`src/rtl/kernel_load_ctrl.sv`:
```
// Kernel reload sequencer: debounces filter/pitch-band selection, snapshots the
// 25-tap kernel on a frame boundary, streams it over valid/ready and pulses a bank swap.
module kernel_load_ctrl #(
    parameter int STABLE_CYCLES    = 8,
    parameter int PITCH_BAND_SHIFT = 6
) (
    input  logic              clk,
    input  logic              reset,
    input  logic [2:0]        filter_number,
    input  logic [15:0]       audio_pitch,
    input  logic              frame_start,
    input  logic [24:0][6:0]  kernel_in,
    input  logic              coef_ready,
    output logic              coef_valid,
    output logic signed [6:0] coef_data,
    output logic [4:0]        coef_index,
    output logic              coef_last,
    output logic              bank_swap,
    output logic              busy,
    output logic              load_overrun
);

    localparam int SEL_W = 19;
    localparam int CNT_W = (STABLE_CYCLES > 1) ? $clog2(STABLE_CYCLES) : 1;
    localparam logic [CNT_W-1:0] CNT_MAX = CNT_W'(STABLE_CYCLES - 1);
    localparam logic [4:0] LAST_IDX = 5'd24;

    typedef enum logic [2:0] {
        IDLE,
        WAIT_STABLE,
        ARMED,
        LOAD,
        SWAP
    } state_t;

    state_t state, next_state;

    logic [SEL_W-1:0] sel, sel_q, loaded_sel;
    logic             pending;
    logic [CNT_W-1:0] stable_cnt;
    logic [4:0]       idx;
    logic [24:0][6:0] snap;
    logic             restart_cnt, inc_cnt, capture, beat_done;

    // The full shifted pitch is kept so only the band bits can differ between selections.
    assign sel = {filter_number, audio_pitch >> PITCH_BAND_SHIFT};

    always_ff @(posedge clk or posedge reset) begin
        if (reset) begin
            state <= IDLE;
        end else begin
            state <= next_state;
        end
    end

    always_comb begin
        next_state  = state;
        restart_cnt = 1'b0;
        inc_cnt     = 1'b0;
        capture     = 1'b0;
        beat_done   = 1'b0;
        case (state)
            IDLE: begin
                if (sel != loaded_sel || pending) begin
                    restart_cnt = 1'b1;
                    next_state  = WAIT_STABLE;
                end
            end
            WAIT_STABLE: begin
                if (sel == loaded_sel && !pending) begin
                    next_state = IDLE;
                end else if (sel != sel_q) begin
                    restart_cnt = 1'b1;
                end else if (stable_cnt == CNT_MAX) begin
                    next_state = ARMED;
                end else begin
                    inc_cnt = 1'b1;
                end
            end
            ARMED: begin
                if (sel != sel_q) begin
                    restart_cnt = 1'b1;
                    next_state  = WAIT_STABLE;
                end else if (frame_start) begin
                    capture    = 1'b1;
                    next_state = LOAD;
                end
            end
            LOAD: begin
                if (coef_ready) begin
                    beat_done = 1'b1;
                    if (idx == LAST_IDX) begin
                        next_state = SWAP;
                    end
                end
            end
            SWAP: begin
                next_state = IDLE;
            end
            default: begin
                next_state = IDLE;
            end
        endcase
    end

    // pending survives reset as 1 so the first frame after reset always reloads.
    always_ff @(posedge clk or posedge reset) begin
        if (reset) begin
            sel_q        <= '0;
            loaded_sel   <= '0;
            pending      <= 1'b1;
            stable_cnt   <= '0;
            idx          <= '0;
            snap         <= '0;
            load_overrun <= 1'b0;
        end else begin
            if (restart_cnt) begin
                stable_cnt <= '0;
                sel_q      <= sel;
            end else if (inc_cnt) begin
                stable_cnt <= stable_cnt + 1'b1;
            end
            if (capture) begin
                snap       <= kernel_in;
                loaded_sel <= sel;
                pending    <= 1'b0;
                idx        <= '0;
            end else if (beat_done) begin
                idx <= (idx == LAST_IDX) ? 5'd0 : idx + 5'd1;
            end
            load_overrun <= frame_start && (state == LOAD || state == SWAP);
        end
    end

    assign coef_valid = (state == LOAD);
    assign coef_data  = coef_valid ? $signed(snap[idx]) : 7'sd0;
    assign coef_index = coef_valid ? idx : 5'd0;
    assign coef_last  = coef_valid && (idx == LAST_IDX);
    assign bank_swap  = (state == SWAP);
    assign busy       = (state == LOAD) || (state == SWAP);

endmodule

```
`config.mk`:
```
export PLATFORM = sky130hd
export DESIGN_NAME = kernel_load_ctrl
export DESIGN_NICKNAME = d
export VERILOG_FILES = /design/src/rtl/kernel_load_ctrl.sv
export SDC_FILE = /design/constraint.sdc
export NUM_CORES = 1
export LEC_CHECK = 0
export CAP_MARGIN = 5
export CORE_MARGIN = 4
export CORE_UTILIZATION = 30
export DETAILED_ROUTE_END_ITERATION = 6
export DONT_BUFFER_PORTS = 1
export GPL_TIMING_DRIVEN = 1
export PLACE_DENSITY = 0.46
export SETUP_SLACK_MARGIN = 0.02
export SKIP_CTS_REPAIR_TIMING = 1
export SLEW_MARGIN = 20
export SYNTH_ARGS = -nofsm -noshare
export SYNTH_HDL_FRONTEND = slang
export SYNTH_SLANG_ARGS = --single-unit
```
`constraint.sdc`:
```
create_clock -name clk -period 8.44 [get_ports clk]
set_clock_uncertainty 0.1 [all_clocks]
set_input_delay 1.688 -clock clk [delete_from_list [all_inputs] [get_ports clk]]
set_output_delay 1.688 -clock clk [all_outputs]
set_load 0.05 [all_outputs]
```
* Word level (Yosys, flattened, before mapping) *
Index checks and enable logic that the tools add are counted.

word-level totals
  register bits after elaboration = 214
  latch bits = 0
  memory bits (writable) = 0
  memory bits (read-only) = 0
  output and inout port bits = 17
  word-level logic and storage cells = 91
  memories kept = 0

cells by class
  add/subtract/negate cells = 2
  $mul = 0
  div/mod/pow operators = 0
  $lt $le $gt $ge = 1
  eq/ne operators = 15
  shift operators = 0
  multiplexer cells = 31
  bitwise operators = 0
  reduce and logical (&&, ||, !) cells = 10

operators by type and width
  operator                                                                  number
  7-bit binary-select mux with 5-bit select                                 1
  3-bit two-way mux                                                         10
  13-bit inequality test                                                    2
  5-bit two-way mux                                                         4
  7-bit two-way mux                                                         2
  13-bit equality test                                                      1
  1-bit two-way mux                                                         12
  3-bit case mux with 4 select lines                                        1
  3-bit inequality test (second input constant)                             3
  3-bit by 2-bit equality test with 1-bit output (second input constant)    2
  3-bit equality test (second input constant)                               2
  5-bit by 6-bit < comparator with 1-bit output (second input constant)     1
  6-bit AND reduction                                                       1
  5-bit by 1-bit adder with 5-bit output (second input constant)            1
  5-bit equality test (second input constant)                               1
  2-bit inequality test (second input constant)                             2
  2-bit nonzero test                                                        2
  3-bit by 1-bit adder with 3-bit output (second input constant)            1
  3-bit by 1-bit equality test with 1-bit output (second input constant)    1
  1-bit logical AND                                                         3
  3-bit zero test                                                           1
  1-bit case mux with 3 select lines                                        1
  1-bit logical OR                                                          2
  2-bit by 1-bit inequality test with 1-bit output (second input constant)  1
  1-bit zero test                                                           1

* Longest topological paths before layout *
  word-level depth = 7
  gate-level depth with buffers = 10
  depth with buffers taken out = 9

* Worst setup path before layout *
Ideal clock, no wire load.

  path kind = register to output
  start point = register idx[0]
  end point = output coef_data[0]
  data arrival time = 2682 ps
  path slack = 3970 ps
  stages on the path, launching flop included = 9
  buffers on the path = 3
  path through = dfrtp_1 buf_4 buf_4 buf_2 nor4b_1 nand2_1 o21ai_0 nand2_1 a21oi_1

between the ends
  longest elaborated chain between the ends = 3

ends and longest elaborated chain
  what                                       RTL line  source
  start: declaration                         41        logic [4:0] idx;
  start signal: assignment                   129       idx <= (idx == LAST_IDX) ? 5'd0 : idx + 5'd1;
  7-bit binary-select mux with 5-bit select  136       assign coef_data = coef_valid ? $signed(snap[idx]) : 7'sd0;
  7-bit two-way mux (not written as such)    136
  7-bit two-way mux                          136
  end: declaration                           15        output logic signed [6:0] coef_data,

No other way between the ends. The select of a mux whose other input is x is not followed.

* Final worst setup path *
Ends and elaborated chain as after synthesis.

==> insert_results.sql <==
INSERT INTO impl_metrics (metric_group, metric, value, unit) VALUES
('status', 'status', 'finished clean', ''),
('yosys', 'synth-main-ff-cell', 'dfrtp_1', ''),
('cts', 'root_buffer', 'clkbuf_16', ''),
('global_route', 'met1_usage', '16.3', '%'),
('power', 'max-vdd-ir-drop', '0.000152', 'V'),
('global_route', 'antenna_violations_before_repair', '13', ''),
('place', 'globalplace.congestion', '0.754', ''),
('yosys', 'postSynth.asyncResetShare', '100', '%'),
('yosys', 'netlist_cell_types', '49', ''),
('min_path', 'whs_path_depth', '1', ''),
('critical_path', 'start_point_of_the_critical_path', 'idx[0]', ''),
('critical_path', 'required', '6.65', 'ns'),
('sta', 'final-max-slew-violation-count', '0', ''),
('yosys', 'netlist_area', '9990', 'um2'),
('drt', 'routed_vias', '5538', ''),
('power', 'power_dens_cells', '246', 'nW/um2'),
('place', 'hpwlAfterDp', '18.8', 'mm'),
('critical_path', 'critical_path.reg2reg.endpoint', 'snap[131]', ''),
('floorplan', 'ios', '215', ''),
('cts', 'clock_path_buffers', '3', ''),
('floorplan', 'die_height', '190', 'um'),
('critical_path', 'crit_end', 'coef_data[0]', ''),
('power', 'seq_power_share', '40.6', '%'),
('floorplan', 'floorplan.initialDensity', '30.6', '%'),
('yosys', 'synth-seq-area-share', '53.6', '%'),
('drt', 'drc', '0', ''),
('sta', 'max_clock_freq', '188', 'MHz'),
('critical_path', 'ff2ff_path_depth', '8', ''),
('global_route', 'number_of_global_route_vias_before_repair', '6290', ''),
('sta', 'setup_violations', '0', ''),
('sta', 'final_hold_viol_count', '0', ''),
('power', 'p_leak', '0.00539', 'uW'),
('cells_and_area', 'area_delta_synth_final', '13.7', '%'),
('power', 'netsw', '794', 'uW'),
('critical_path', 'timing.setup.critical_path_class', 'reg2out', ''),
('global_route', 'gr-total-overflow', '0', ''),
('cts', 'number_of_buffers_created_by_cts', '27', ''),
('floorplan', 'die_footprint', '36300', 'um2'),
('floorplan', 'floorplan.die.width', '190', 'um'),
('place', 'io_buffer_count', '0', ''),
('sta', 'post_route_minimum_period', '5.32', 'ns'),
('yosys', 'synth_enable_flop_cells', '0', ''),
('floorplan', 'core_region_area', '32700', 'um2'),
('floorplan', 'std_cell_rows', '66', ''),
('sta', 'timing.slew.headroom', '22.5', '%'),
('cts', 'cts.sinks', '214', ''),
('yosys', 'postSynthCellCount', '660', ''),
('cells_and_area', 'drive_gt1_share', '38.9', '%'),
('critical_path', 'worst_setup_path_start_kind', 'register', ''),
('cts', 'path_clk_slew', '0.05', 'ns'),
('cells_and_area', 'layout_common_cells', 'dfrtp_1, mux2_2, mux2_1', ''),
('yosys', 'ys.warnings.count', '0', ''),
('yosys', 'ys_ff_latch', '214', ''),
('global_route', 'grt_pass1_wl', '38.9', 'mm'),
('min_path', 'hold_path_class', 'reg2reg', ''),
('power', 'power_report.internal_total', '2000', 'uW'),
('yosys', 'synth_fp_nets', '862', ''),
('cts', 'worst_skew_pair.late_latency', '0.53', 'ns'),
('cells_and_area', 'nNetsFinal', '860', ''),
('cells_and_area', 'layout_commonest_cell', 'dfrtp_1', ''),
('drt', 'drt_pass1_iterations', '4', ''),
('global_route', 'grt_util_all_layers', '14.1', '%'),
('sta', 'layout_worst_path_cycle_share', '63.0', '%'),
('critical_path', 'regToRegSetupSlack', '5.04', 'ns'),
('critical_path', 'critPathCaptureType', 'output port', ''),
('critical_path', 'critical_path.reg2reg.startpoint', 'sel_q[0]', ''),
('run', 'max_cap_violations', '0', ''),
('critical_path', 'critical_path_peak_fanout', '31', ''),
('sta', 'timing_worst_slew_pin_value', '1.17', 'ns'),
('critical_path', 'arrival', '3.53', 'ns'),
('cts', 'clock_tree.htree_level_count', '1', '');
## sequential cells by signal, indices dropped and copies added (netlist names)
register and cells:
pending 1, snap 175, idx 5, loaded_sel 13
load_overrun 1, sel_q 13, state 3, stable_cnt 3
## power groups by stage
stage / registers (uW) / clock network, uW / logic (uW)
final: 1130 / 1180 / 479
after global routing: 1150 / 1270 / 518
after global placement: 1150 / 0 / 487
after CTS: 1140 / 1220 / 492
after detailed placement: 1160 / 0 / 491
after floorplan: 1100 / 0 / 421
## routing by layer
layer | vias up | wire length, um
li1 | 2434 | -
met1 | 2884 | 9930
met2 | 151 | 13200
met3 | 53 | 2100
met4 | 16 | 559
met5 | - | 93
## cell families (layout without fill, tap and decap cells)
| group | Yosys count | after routing | share of synthesized area, % |
|---|---|---|---|
| mux | 257 | 257 | 34.7 |
| xor+xnor | 26 | 26 | 2.28 |
| flops | 214 | 214 | 53.6 |
| fa+ha+maj | 4 | 4 | 0.501 |
| buf+inv | 48 | 66 | 2.62 |
| other cells | 0 | 6 | 0 |
| simple gates | 74 | 74 | 4.10 |
| compound gates | 37 | 37 | 2.23 |
## cells in the mapped netlist (7+ instances only)
library cell	number	area, um2
xor2_1	21	184
a21oi_1	14	70.1
mux2_4	7	105
mux2_1	54	608
clkbuf_1	13	48.8
nor2_1	10	37.5
mux2i_1	7	70.1
mux4_2	49	1100
nand2_1	27	101
mux2_2	140	1580
o21ai_0	13	65.1
dfrtp_1	213	5330
buf_1	7	26.3
buf_4	12	90.1
and2_1	7	43.8
## critical path, cell delays in order, from the launching register on
cell and delay, ns:
dfrtp_4 0.64, buf_4 0.61, mux4_2 0.41, mux4_2 0.29
nand2_1 0.08, a21oi_1 0.91
## per-stage QoR
step	util [%]	total power [uW]	cells	instance area (um2)	setup slack (ns)
after global routing	34.7	2930	1125	11400	2.89
after global placement	31.8	1640	1071	10400	3.29
after CTS	34.7	2860	1120	11300	2.93
final	34.7	2800	1126	11400	3.12
after detailed placement	31.8	1650	1071	10400	3.50
after floorplan	-	1520	660	9990	0.803
## how the worst min path moves through the flow
stage | slack (ns) | to | startpoint
floorplan | 0.35 | snap[49] | snap[49]
detailed placement | 0.38 | snap[52] | snap[52]
CTS | 0.39 | snap[52] | snap[52]
global placement | 0.37 | snap[51] | snap[51]
global route | 0.41 | snap[126] | snap[126]
finish | 0.39 | snap[126] | snap[126]
## cell type report
cell class	instances	area, um2
Sequential cell	214	5360
Clock buffer	39	771
Inverter	7	33.8
Multi-Input combinational cell	398	4400
Timing Repair Buffer	10	75.1
Fill cell	3166	21300
Tap cell	442	553
Clock inverter	10	156
Antenna cell	6	15.0
(Power assumes the default switching activity.)
